==> config.mk <==
export PLATFORM = sky130hd
export DESIGN_NAME = csr_register_bridge
export DESIGN_NICKNAME = d
export VERILOG_FILES = /design/src/rtl/csr_register_bridge.sv
export SDC_FILE = /design/constraint.sdc
export NUM_CORES = 1
export LEC_CHECK = 0
export ABC_AREA = 1
export BUFFER_PORTS_ARGS = -buffer_cell sky130_fd_sc_hd__buf_4
export CELL_PAD_IN_SITES_DETAIL_PLACEMENT = 1
export CELL_PAD_IN_SITES_GLOBAL_PLACEMENT = 1
export CORE_AREA = 3 3 109 111
export DETAILED_ROUTE_END_ITERATION = 16
export DIE_AREA = 0 0 112 114
export PLACE_DENSITY = 0.88
export SYNTH_ARGS = -nofsm -noshare
export SYNTH_HDL_FRONTEND = slang
export SYNTH_SLANG_ARGS = --single-unit
==> constraint.sdc <==
create_clock -name clock -period 4.75 [get_ports clock]
set_input_delay 0.95 -clock clock [delete_from_list [all_inputs] [get_ports clock]]
set_output_delay 0.95 -clock clock [all_outputs]
set_load 0.1 [all_outputs]
==> src/rtl/csr_register_bridge.sv <==
// Purpose: AXI4-Lite slave that turns each single-beat transaction into one CSR_FF access.
// Latency: write strobe T+1 and bvalid T+2, read strobe T+1 and rvalid T+2+READ_LATENCY, decode errors respond at T+1.
// Backpressure: only one transaction is outstanding; no ready is raised until the pending response is accepted.
module csr_register_bridge #(
  parameter int CSR_DATA_WIDTH     = 32,  // AXI-Lite data path is 32 bits wide, so this must stay 32
  parameter int CSR_ADDRESS_WIDTH  = 8,
  parameter int AXIL_ADDRESS_WIDTH = 12,  // must be at least CSR_ADDRESS_WIDTH+2
  parameter int READ_LATENCY       = 1    // 0..7
) (
  input  logic                          clock,
  input  logic                          reset_n,
  // write address / data / response
  input  logic [AXIL_ADDRESS_WIDTH-1:0] s_axil_awaddr,
  input  logic                          s_axil_awvalid,
  output logic                          s_axil_awready,
  input  logic [CSR_DATA_WIDTH-1:0]     s_axil_wdata,
  input  logic [3:0]                    s_axil_wstrb,
  input  logic                          s_axil_wvalid,
  output logic                          s_axil_wready,
  output logic [1:0]                    s_axil_bresp,
  output logic                          s_axil_bvalid,
  input  logic                          s_axil_bready,
  // read address / data
  input  logic [AXIL_ADDRESS_WIDTH-1:0] s_axil_araddr,
  input  logic                          s_axil_arvalid,
  output logic                          s_axil_arready,
  output logic [CSR_DATA_WIDTH-1:0]     s_axil_rdata,
  output logic [1:0]                    s_axil_rresp,
  output logic                          s_axil_rvalid,
  input  logic                          s_axil_rready,
  // application register port
  output logic                          CSR_FF_valid,
  output logic                          CSR_FF_write_enable,
  output logic [CSR_ADDRESS_WIDTH-1:0]  CSR_FF_address,
  output logic [CSR_DATA_WIDTH-1:0]     CSR_FF_write_data,
  input  logic [CSR_DATA_WIDTH-1:0]     CSR_FF_read_data
);

  localparam logic [1:0] RESP_OKAY   = 2'b00;
  localparam logic [1:0] RESP_SLVERR = 2'b10;
  localparam int         ADDR_TOP    = CSR_ADDRESS_WIDTH + 2;
  // RD_WAIT lasts READ_LATENCY cycles; the counter counts down to the capture cycle
  localparam logic [2:0] CNT_LOAD    = (READ_LATENCY > 0) ? 3'(READ_LATENCY - 1) : 3'd0;

  typedef enum logic [2:0] {
    IDLE     = 3'd0,
    WR_ISSUE = 3'd1,
    WR_RESP  = 3'd2,
    RD_ISSUE = 3'd3,
    RD_WAIT  = 3'd4,
    RD_RESP  = 3'd5
  } state_t;

  state_t                         state_q;
  logic                           wr_rdy_q;     // drives awready and wready together
  logic                           rd_rdy_q;
  logic                           bvalid_q;
  logic [1:0]                     bresp_q;
  logic                           rvalid_q;
  logic [1:0]                     rresp_q;
  logic [CSR_DATA_WIDTH-1:0]      rdata_q;
  logic                           csr_vld_q;
  logic                           csr_we_q;
  logic [CSR_ADDRESS_WIDTH-1:0]   csr_addr_q;
  logic [CSR_DATA_WIDTH-1:0]      csr_wdat_q;
  logic                           prefer_wr_q;  // arbitration pointer: 1 = write wins a tie
  logic [2:0]                     cnt_q;

  logic wr_req;
  logic rd_req;
  logic pick_wr;
  logic wr_err;
  logic rd_err;

  // Request decode: a write needs both AW and W; ties go to the type not served last.
  // Any address bit above the CSR word range, or a partial strobe on writes, is rejected.
  always_comb begin
    wr_req  = s_axil_awvalid && s_axil_wvalid;
    rd_req  = s_axil_arvalid;
    pick_wr = wr_req && (!rd_req || prefer_wr_q);
    wr_err  = ((s_axil_awaddr >> ADDR_TOP) != '0) || (s_axil_wstrb != 4'hF);
    rd_err  = ((s_axil_araddr >> ADDR_TOP) != '0);
  end

  // Transaction FSM: all outputs are registered; CSR strobe defaults low so it only lasts one cycle.
  always_ff @(posedge clock or negedge reset_n) begin
    if (!reset_n) begin
      state_q     <= IDLE;
      wr_rdy_q    <= 1'b0;
      rd_rdy_q    <= 1'b0;
      bvalid_q    <= 1'b0;
      bresp_q     <= RESP_OKAY;
      rvalid_q    <= 1'b0;
      rresp_q     <= RESP_OKAY;
      rdata_q     <= '0;
      csr_vld_q   <= 1'b0;
      csr_we_q    <= 1'b0;
      csr_addr_q  <= '0;
      csr_wdat_q  <= '0;
      prefer_wr_q <= 1'b1;
      cnt_q       <= 3'd0;
    end else begin
      csr_vld_q <= 1'b0;
      csr_we_q  <= 1'b0;
      case (state_q)
        IDLE: begin
          if (wr_rdy_q) begin
            // handshake cycle for a write
            wr_rdy_q <= 1'b0;
            if (wr_req) begin
              prefer_wr_q <= 1'b0;
              if (wr_err) begin
                bresp_q  <= RESP_SLVERR;
                bvalid_q <= 1'b1;
                state_q  <= WR_RESP;
              end else begin
                bresp_q    <= RESP_OKAY;
                csr_addr_q <= s_axil_awaddr[CSR_ADDRESS_WIDTH+1:2];
                csr_wdat_q <= s_axil_wdata;
                csr_vld_q  <= 1'b1;
                csr_we_q   <= 1'b1;
                state_q    <= WR_ISSUE;
              end
            end
          end else if (rd_rdy_q) begin
            // handshake cycle for a read
            rd_rdy_q <= 1'b0;
            if (rd_req) begin
              prefer_wr_q <= 1'b1;
              if (rd_err) begin
                rresp_q  <= RESP_SLVERR;
                rdata_q  <= '0;
                rvalid_q <= 1'b1;
                state_q  <= RD_RESP;
              end else begin
                rresp_q    <= RESP_OKAY;
                csr_addr_q <= s_axil_araddr[CSR_ADDRESS_WIDTH+1:2];
                csr_vld_q  <= 1'b1;
                state_q    <= RD_ISSUE;
              end
            end
          end else if (pick_wr) begin
            wr_rdy_q <= 1'b1;
          end else if (rd_req) begin
            rd_rdy_q <= 1'b1;
          end
        end
        WR_ISSUE: begin
          bvalid_q <= 1'b1;
          state_q  <= WR_RESP;
        end
        WR_RESP: begin
          if (s_axil_bready) begin
            bvalid_q <= 1'b0;
            state_q  <= IDLE;
          end
        end
        RD_ISSUE: begin
          if (READ_LATENCY == 0) begin
            rdata_q  <= CSR_FF_read_data;
            rvalid_q <= 1'b1;
            state_q  <= RD_RESP;
          end else begin
            cnt_q   <= CNT_LOAD;
            state_q <= RD_WAIT;
          end
        end
        RD_WAIT: begin
          if (cnt_q == 3'd0) begin
            rdata_q  <= CSR_FF_read_data;
            rvalid_q <= 1'b1;
            state_q  <= RD_RESP;
          end else begin
            cnt_q <= cnt_q - 3'd1;
          end
        end
        RD_RESP: begin
          if (s_axil_rready) begin
            rvalid_q <= 1'b0;
            state_q  <= IDLE;
          end
        end
        default: state_q <= IDLE;
      endcase
    end
  end

  assign s_axil_awready      = wr_rdy_q;
  assign s_axil_wready       = wr_rdy_q;
  assign s_axil_arready      = rd_rdy_q;
  assign s_axil_bvalid       = bvalid_q;
  assign s_axil_bresp        = bresp_q;
  assign s_axil_rvalid       = rvalid_q;
  assign s_axil_rresp        = rresp_q;
  assign s_axil_rdata        = rdata_q;
  assign CSR_FF_valid        = csr_vld_q;
  assign CSR_FF_write_enable = csr_we_q;
  assign CSR_FF_address      = csr_addr_q;
  assign CSR_FF_write_data   = csr_wdat_q;

endmodule

==> metrics <==
status finished, final reports clean; FP Rows 38; synthesis-to-finish area growth 41.13%; vias in the first global route 3899; PD cells 712.2 nW/µm²; CTS tree done; die area 12770 µm²; layout cell share with drive strength beyond 1 32.48%; Min-Delay Path Class reg2reg; largest cells by area after synthesis dfrtp_1 56%, nand2_1 23%, o21ai_0 4.6%; Final Hold Viols 0; vias per std cell 4.832; num ports 182; post-layout min period 2424 ps; I/O Buffers 175; Sink Count 87; CTS clk-pin slew, worst paths 80 ps; Skew-Pair Late Insertion Delay 370 ps; YS warnings 0; CP Launch Type flop; Crit. path cell count 1; first-pass GRT wire length 19.46 mm; post_cts resized 0; CP peak stage delay 710 ps; Post-CTS Hold Buffers 0; initial drt markers 221; Post-DP Area 5194 µm²; Placer Congestion 0.7884; synthesized cell area 3817 µm²; final period utilization 51.03%; Peak VDD IR 0.5330 mV; H-tree depth 3; Max Fclk 412.5 MHz; Max Cap Viol 0; total CTS buffers 9; crit-path max FO 18; P_leak 3.104 nW; initial antenna violation count 0; largest family of logic cells by synthesized area simple AND/OR/NAND/NOR gates; Synth Area in Compound Gates 6.686%; WHS 474.5 ps; worst reg2reg endpoint CSR_FF_write_data[11]; nets 724; worst r2r src s_axil_awready; Final Slew Violations 0; Die Width 112 µm; DIE HEIGHT 114 µm; # diodes 0; Overflow after GRT 0; Routed WL 12.04 mm; starting density of the core 35.06%; Setup Fix Bufs, Post-CTS 0; post-synthesis mux area share 0%; xor and xnor area share after synthesis 0%; clock root buffer clkbuf_8; crit path DAT 1470 ps; Core Area 10890 µm²; critical path buffer and inverter count 1; cell taking the most area after synthesis dfrtp_1; unrepaired setup endpoints after global routing no; CP Capture Type output pin; worst path required time 3800 ps; slowest CP cell dfrtp_1; drt wl/cell 15.68 µm; crit-path cells buf_4; Residual DRC 0; Post-Synth Adder-Cell Area 0.6555%; Yosys reg bits 87; total global-route track usage 18.88%; clock skew 6.495 ps; Vias 3711; DRT Pass-1 Iters 4; final number of setup-violating endpoints 0; type of the worst setup path reg2out; Yosys cell types 29; post-DP HPWL 8.775 mm; worst slew pin tran 1113 ps; relative slew slack 25.78%; largest net degree at the start of global routing 88; crit path launch s_axil_awready; worst setup path end s_axil_wready; non-filler cells, final 768; internal reg-to-reg setup slack 2330 ps; register area share after synthesis 57.06%; Crit path max-delay family flip-flops; Post-DRT Antenna Nets 0; Worst R2R Path Depth 6; top cell type's share of synthesized area 56.37%; post-synthesis area per instance 8.335 µm²; Synth Area in Simple Gates 30.48%; placed cells 752; setup TNS 0 ps; design area 5388 µm²; gate count of the mapped netlist 458; clk buf depth 2
[cell type report]
type	count	area [µm²]
tap	140	175.2
sequential	87	2178
multi-input combinational	331	1451
fill	1353	5500
inverter	18	67.56
clock buffer	13	178.9
clock inverter	3	15.01
timing repair buffer	176	1321
[placed cells by master, fill, tap and decap left out, drive strengths merged, types with 2 or more instances in the layout]
master,instances
clkinv,3
o211ai,2
a21oi,8
o22ai,4
inv,18
dfrtp,86
conb,2
nand2,238
buf,176
clkbuf,13
o21ai,35
ha,2
nand4,11
nand3,7
nand3b,3
nor2,16
[sequential cells by signal, indices dropped and copies added, names as in the netlist]
signal	flops
state_q	3
s_axil_rvalid	1
CSR_FF_valid	1
s_axil_bvalid	1
s_axil_awready	1
CSR_FF_write_data	32
prefer_wr_q	1
CSR_FF_address	8
s_axil_rdata	32
s_axil_arready	1
cnt_q	3
s_axil_bresp	1
s_axil_rresp	1
CSR_FF_write_enable	1
[Yosys cell counts, drive strengths merged]
library cell  number
dfrtp             86
dfstp              1
inv               18
nand2            238
a21oi              8
clkbuf             9
nand3b             3
conb               1
nand3              7
or2                1
nand4             11
o22ai              4
ha                 2
o21ai             35
nor2              16
and2               1
buf               14
nor3               1
o211ai             2
[per-layer routing]
| layer | track usage, % | share of wire [%] | up-vias | wire, µm |
|---|---|---|---|---|
| li1 | - | - | 1764 | - |
| met1 | 22.76 | 41 | 1803 | 4923 |
| met2 | 32.61 | 51 | 133 | 6085 |
| met3 | 6.684 | 7.8 | 11 | 944 |
| met4 | 4.487 | 0.75 | 0 | 90 |
| met5 | 0 | 0 | - | 0 |
[worst min-delay path by stage]
stage / slack [ps] / from / end / depth (start not counted)
final: 470 / CSR_FF_address[7] / CSR_FF_address[7] / 2
after global routing: 500 / CSR_FF_write_data[13] / CSR_FF_write_data[13] / 2
after CTS: 480 / CSR_FF_address[7] / CSR_FF_address[7] / 2
after detailed placement: 460 / CSR_FF_address[7] / CSR_FF_address[7] / 2
after global placement: 460 / s_axil_rvalid / s_axil_rvalid / 2
after floorplan: 470 / prefer_wr_q / prefer_wr_q / 2
[logic make-up after synthesis]
logic type               count (synthesis)
AND/OR/NAND/NOR                        278
flip-flops                              87
AO/OA/AOI/OAI                           49
buffers and inverters                   41
adder cells (fa/ha/maj)                  2
other                                    1
[stage by stage]
stage / power (W) / worst slack, ps / utilization [%]
4_1_cts: 0.003875 / 2279 / 49.48
2_1_floorplan: 0.002813 / 2461 / -
5_1_grt: 0.004040 / 2036 / 49.48
3_5_place_dp: 0.003356 / 2034 / 47.70
3_3_place_gp: 0.003283 / 2062 / 47.70
6_report: 0.003837 / 2326 / 49.48
[report_power, final]
group,leakage (nW),switching (W),internal [W]
sequential,1.15,0.000139,0.000928
clock,0.105,0.000261,0.000245
combinational,1.85,0.00181,0.000451
total,3.10,0.00221,0.00162
(Power assumes the default switching activity.)
